**src/rtl/serial_link_pkg.sv**
```systemverilog
// Shared definitions for the parity-protected serial bit link.
package serial_link_pkg;

  typedef enum logic [2:0] {
    IDLE,
    DATA,
    PARITY,
    STOP,
    BREAK
  } rx_state_e;

  localparam logic START_BIT = 1'b0;
  localparam logic STOP_BIT  = 1'b1;

  // Parity bit a transmitter appends so that word+parity carries an odd
  // (odd=1) or even (odd=0) number of ones. Unused upper bits must be zero.
  function automatic logic parity_of(input logic [31:0] word, input logic odd);
    return (^word) ^ odd;
  endfunction

endpackage

```
**src/rtl/serial_parity_rx_parity_acc.sv**
```systemverilog
// Running XNOR parity accumulator with synchronous load.
module parity_acc #(
  parameter bit INIT_VAL = 1'b0
) (
  input  logic clk,
  input  logic rst_n,
  input  logic init,
  input  logic en,
  input  logic bit_in,
  output logic acc_out
);

  // Load on init, otherwise fold each enabled bit in with an XNOR step.
  always_ff @(posedge clk or negedge rst_n) begin
    if (!rst_n) begin
      acc_out <= 1'b0;
    end else if (init) begin
      acc_out <= INIT_VAL;
    end else if (en) begin
      acc_out <= ~(acc_out ^ bit_in);
    end
  end

endmodule

```
**src/rtl/serial_parity_rx.sv**
```systemverilog
// Serial frame receiver: start, DATA_W bits LSB first, parity, stop.
module serial_parity_rx
  import serial_link_pkg::*;
#(
  parameter int DATA_W     = 8,
  parameter bit ODD_PARITY = 1'b1,
  parameter int CNT_W      = 8
) (
  input  logic              clk,
  input  logic              rst_n,
  input  logic              bit_valid,
  input  logic              rx_bit,
  output logic [DATA_W-1:0] data_out,
  output logic              data_valid,
  output logic              parity_err,
  output logic              frame_err,
  output logic              busy,
  output logic [CNT_W-1:0]  err_cnt
);

  localparam int BC_W = (DATA_W > 1) ? $clog2(DATA_W) : 1;

  rx_state_e         state, next_state;
  logic [BC_W-1:0]   bit_cnt;
  logic [DATA_W-1:0] shreg;
  logic [DATA_W-1:0] msb_in;
  logic              acc_init;
  logic              acc_en;
  logic              acc_out;
  logic              last_bit;

  assign last_bit = (bit_cnt == BC_W'(DATA_W - 1));
  assign busy     = (state != IDLE);

  // After the parity sample the accumulator holds the final value, so it
  // doubles as the latched parity error until the stop bit is taken.
  parity_acc #(
    .INIT_VAL (~ODD_PARITY)
  ) u_acc (
    .clk     (clk),
    .rst_n   (rst_n),
    .init    (acc_init),
    .en      (acc_en),
    .bit_in  (rx_bit),
    .acc_out (acc_out)
  );

  // State register.
  always_ff @(posedge clk or negedge rst_n) begin
    if (!rst_n) begin
      state <= IDLE;
    end else begin
      state <= next_state;
    end
  end

  // Next-state and accumulator control; nothing moves without a strobe.
  always_comb begin
    next_state = state;
    acc_init   = 1'b0;
    acc_en     = 1'b0;
    if (bit_valid) begin
      case (state)
        IDLE: begin
          if (rx_bit == START_BIT) begin
            next_state = DATA;
            acc_init   = 1'b1;
          end
        end
        DATA: begin
          acc_en = 1'b1;
          if (last_bit) next_state = PARITY;
        end
        PARITY: begin
          acc_en     = 1'b1;
          next_state = STOP;
        end
        STOP: begin
          next_state = (rx_bit == STOP_BIT) ? IDLE : BREAK;
        end
        BREAK: begin
          if (rx_bit == STOP_BIT) next_state = IDLE;
        end
        default: next_state = IDLE;
      endcase
    end
  end

  // Incoming bit positioned at the MSB for the right-shifting deserialiser.
  always_comb begin
    msb_in           = '0;
    msb_in[DATA_W-1] = rx_bit;
  end

  // Deserialiser, bit counter and registered frame results.
  always_ff @(posedge clk or negedge rst_n) begin
    if (!rst_n) begin
      bit_cnt    <= '0;
      shreg      <= '0;
      data_out   <= '0;
      data_valid <= 1'b0;
      parity_err <= 1'b0;
      frame_err  <= 1'b0;
      err_cnt    <= '0;
    end else begin
      data_valid <= 1'b0;
      if (bit_valid) begin
        case (state)
          IDLE: begin
            if (rx_bit == START_BIT) bit_cnt <= '0;
          end
          DATA: begin
            shreg   <= (shreg >> 1) | msb_in;
            bit_cnt <= bit_cnt + BC_W'(1);
          end
          STOP: begin
            data_out   <= shreg;
            data_valid <= 1'b1;
            parity_err <= (acc_out != 1'b0);
            frame_err  <= ~rx_bit;
            if ((acc_out != 1'b0) && (err_cnt != '1)) begin
              err_cnt <= err_cnt + CNT_W'(1);
            end
          end
          default: ;
        endcase
      end
    end
  end

endmodule
```
**config.mk**
```make
export PLATFORM = sky130hd
export DESIGN_NAME = serial_parity_rx
export DESIGN_NICKNAME = d
export VERILOG_FILES = /design/src/rtl/serial_link_pkg.sv /design/src/rtl/serial_parity_rx_parity_acc.sv /design/src/rtl/serial_parity_rx.sv
export SDC_FILE = /design/constraint.sdc
export NUM_CORES = 1
export LEC_CHECK = 0
export CORE_ASPECT_RATIO = 0.7
export CORE_MARGIN = 2
export CORE_UTILIZATION = 46
export DETAILED_ROUTE_END_ITERATION = 16
export PLACE_DENSITY_LB_ADDON = 0.08
export SETUP_SLACK_MARGIN = 0.1
export SKIP_LAST_GASP = 1
export SYNTH_ARGS = -nofsm -noshare
export SYNTH_HDL_FRONTEND = slang
export SYNTH_SLANG_ARGS = --single-unit
```
**constraint.sdc**
```tcl
create_clock -name clk -period 1.4 [get_ports clk]
set_input_delay 0.28 -clock clk [delete_from_list [all_inputs] [get_ports clk]]
set_output_delay 0.28 -clock clk [all_outputs]
set_load 0.005 [all_outputs]
```
* Word level (Yosys, flattened, before mapping)
Cells that the tools add are included.
Cells by class: bitwise operators 4, reduce and logical (&&, ||, !) cells 11, eq/ne operators 9, add/subtract/negate cells 2, muxes and demuxes 16
Operators by type and width (count):
- two-way mux 3 bit | 5
- case mux 3 bit (5 select lines) | 1
- two-way mux 1 bit | 9
- adder 8 x 1 -> 8 bit, second input constant | 1
- != test 8 bit, second input constant | 1
- bitwise OR 7 x 8 -> 8 bit | 1
- == test 3 x 2 -> 1 bit, second input constant | 2
- == test 3 bit, second input constant | 2
- != test 2 bit, second input constant | 3
- case mux 3 bit (2 select lines) | 1
- AND reduction 3 bit | 2
- AND reduction 2 bit | 2
- AND reduction 4 bit | 1
- nonzero test 2 bit | 2
- adder 3 x 1 -> 3 bit, second input constant | 1
- == test 3 x 1 -> 1 bit, second input constant | 1
- zero test 3 bit | 1
- nonzero test 3 bit | 1
- inverter 1 bit | 2
- OR reduction 2 bit | 1
- logical AND 1 bit | 1
- XOR 1 bit | 1
Word-level totals: logic and storage cells 51, register bits 34

* Depth between registers and ports, before layout
depth in word-level cells 6, depth in mapped cells 6

* Modules after synthesis
A second synthesis with hierarchy kept.
Second synthesis, totals: cells, all modules 127, area, all modules 1477.7 um^2
By module, submodules not included:
- serial_parity_rx | cells an instance 122, times used 1, area each 1423.9 um^2, seq. area each 825.8 um^2
- parity_acc | cells an instance 5, times used 1, area each 53.8 um^2, seq. area each 25.0 um^2

* Worst setup path before layout
OpenSTA, ideal clock, no wires.
kind register to register, start register err_cnt[0], end register err_cnt[5], clock period less this slack 1515 ps, required time 1321 ps, path buffers 0, cell stages (with the launch flop) 6, arrival time 1436 ps, library setup time 79 ps, slack -115 ps, path through dfrtp_1 > ha_1 > and3_1 > a211oi_2 > and3_1 > xor2_1
On the way: longest elaborated chain between the ends 3
Ends and longest elaborated chain:
- start: declaration | RTL line serial_parity_rx.sv:18 | output logic [CNT_W-1:0] err_cnt
- start signal: assignment | RTL line serial_parity_rx.sv:122 | err_cnt <= err_cnt + CNT_W'(1);
- branches (longest 3 deep; another with adder 8 x 1 -> 8 bit)
Several ways; the timed one is not identified. A chain may end at the register's enable or synchronous reset.

* Worst setup path after layout
start register state[0], end output port busy
On the way: longest elaborated chain between the ends 1
Ends and longest elaborated chain:
- start: declaration | RTL line serial_parity_rx.sv:23 | rx_state_e state, next_state;
- start signal: assignment | RTL line serial_parity_rx.sv:53 | state <= next_state;
- nonzero test 3 bit | RTL line serial_parity_rx.sv:33 | assign busy = (state != IDLE);
- end: declaration | RTL line serial_parity_rx.sv:17 | output logic busy,
No other way between the ends.

==> metrics.txt <==
static leakage=1.18 nW; WP data required=1.12 ns; Pre-Repair DR Iteration Count=5; initial antenna violation count=0; clock transition at the registers of the reported paths=0.06 ns; Antenna Cells=0; CTS tree=yes; flops & latches, synth=34; post-synthesis xor/xnor area fraction=3.62%; failing checks=negative setup slack; PortBufs=23; Synth Instances=127; worst slew pin tran=0.212 ns; vias in the first global route=1,204; largest net degree at the start of global routing=35; Achievable Freq=699 MHz; CORE AREA=3080 sq um; clk_lat worst skew=0.28 ns; Post-Place Cells=209; fin. max-slew vios=0; outcome=finished, violations left; final RePlAce weighted congestion=0.807; min Tclk post-route=1.43 ns; CP Launch Type=flop; Bufs on Longest Clock Path=2; Design Area, Final=2170 sq um; final hold viol count=0; fraction of the mapped netlist area in simple logic gates=16.0%; RSZ-0062 raised after global routing=true; area of placed instances=1960 sq um; WL per Instance=13.7 um; Via Count=1,154; chip height=51.0 um; global-route usage over all layers=20.2%; largest family of logic cells by synthesized area=simple AND/OR/NAND/NOR gates; Max-slew headroom=85.8%; Hold WS=0.366 ns; die area=3630 sq um; fill count=243; CP Max Fanout=2; power density over the cells=1560 nW/um^2; synth unique cells=34; CP Capture Type=output pin; Synth Area in Compound Gates=7.75%; first-pass GRT wire length=5460 um; # IOs=24; post-route antenna net violation count=0; Synth Area in Adders=2.58%; Fin Clk Skew=0.00261 ns; sequential fraction of the synthesis area=58.6%; share of cells above drive strength 1=38.7%; post-DP HPWL=2110 um; HP Class=input port to asynchronous set/reset pin; mux cell area share after synthesis=8.70%; CTS Buf Count=5; setup tns final=-0.0486 ns; total chip power=3.39 mW; worst setup margin=-0.0299 ns; Max-cap violations=0; synth warn=0; fin crit share=102%; Setup WS pre-CTS=-0.422 ns; H-tree Lvls=2; DIE WIDTH=71.2 um; Area Overhead vs Synth=49.4%; post-DR vias/cell=5.04; Iteration-0 DRC Markers=63; WS Path Type=flop to output pin; row cnt=17; syn_nets=134; initial core utilization=47.1%; root buffer cell=clkbuf_8; grt total ovfl=0; final core occ=70.3%; nets=199; crit path DAT=1.15 ns; wire length after detailed routing=3140 um; fin cells=229; clock sink count=34; mapped cell area=1450 sq um; setup violators final=2; Peak VDD IR=1100 uV; number of remaining DRC errors=0; syn avg cell area=11.4 sq um
## layout make-up
| class | count | area (sq um) | area share [%] |
|---|---|---|---|
| repair buffers | 63 | 529 | 24.4 |
| clock buffers | 6 | 82.6 | 3.81 |
| multi-input cells | 85 | 646 | 29.8 |
| inverters | 3 | 13.8 | 0.634 |
| well taps | 38 | 47.5 | 2.19 |
| flip-flops and latches | 34 | 851 | 39.2 |
## cells in the final DEF (no fill, tap or decap), types with 2 or more instances in the layout
master	n
clkbuf_2	4
o31ai_1	3
nand2_1	31
xnor2_1	3
dlygate4sd2_1	15
clkdlybuf4s50_1	2
buf_4	31
buf_6	8
nor2_2	2
clkbuf_8	6
mux2_4	9
ha_1	2
dfrtp_1	34
nand3_1	2
nand4_1	2
xor2_1	3
o21ai_0	4
a22o_1	3
and3_1	2
nor2_1	2
## Yosys cell counts (all sizes together)
library cell  number  area, sq um
mux2              10          116
and3               3         18.8
nand3              2         10.0
mux2i              1         10.0
or3                1         6.26
a21oi              1         5.00
o31ai              3         22.5
inv                3         11.3
a22o               3         26.3
ha                 3         37.5
buf                3         20.0
xnor2              3         26.3
a211oi             1         12.5
nand4              2         12.5
nor3               2         15.0
nand2b             1         6.26
a31oi              1         6.26
clkbuf             2         8.75
xor2               3         26.3
a21o               1         7.51
nand2             31          116
and4               1         8.76
dfrtp             34          851
o21ai              5         25.0
nor2               4         15.0
nand4b             2         23.8
o211ai             1         7.51
## report_power, final
group / switching [mW] / internal [mW]
Clock: 0.316 / 0.379
Combinational: 0.460 / 0.722
Sequential: 0.222 / 1.29
Total: 0.998 / 2.39
## flip-flops by register name, summed over array words and instances (netlist names)
name,flops
err_cnt,8
u_acc.acc_out,1
data_out,8
shreg,8
state,3
bit_cnt,3
frame_err,1
parity_err,1
data_valid,1
## worst paths after layout
path,slack [ns],cells past startpoint,from,to
max,-0.03,2,state[0]$_DFFE_PN0P_,busy
min in group clk,0.47,2,data_out[3]$_DFFE_PN0P_,data_out[3]$_DFFE_PN0P_
max reg2reg,-0.02,5,err_cnt[1]$_DFFE_PN0P_,err_cnt[5]$_DFFE_PN0P_
min reg2reg,0.47,2,data_out[3]$_DFFE_PN0P_,data_out[3]$_DFFE_PN0P_
min,0.37,2,rst_n,parity_err$_DFFE_PN0P_
max in group asynchronous,0.86,2,rst_n,data_valid$_DFF_PN0_
## routing by layer
layer,share of wire (%),GRT usage (%)
met1,47,25.3
met2,49,31.9
met3,3.8,7.10
met4,1.1,8.49
met5,0,0
## worst max-delay path: stages, from the launching register on
cell and delay (ns):
dfrtp_1 0.40, or3_1 0.34, buf_2 0.13
## cell families (layout without fill, tap and decap cells)
family          Yosys count  count (layout)
xor+xnor                  6               6
flops                    34              34
mux                      11              11
fa+ha+maj                 3               3
compound gates           16              16
simple gates             49              49
buf+inv                   8              72
## repair_timing
item	in CTS	in global routing
gates resized for setup	46	9
buffers inserted	12	2
hold buffers	0	0
endpoints found under the setup margin	41	26
pin swaps	9	4
cloned	0	0
Note: power is estimated with default switching activity, not from simulation.
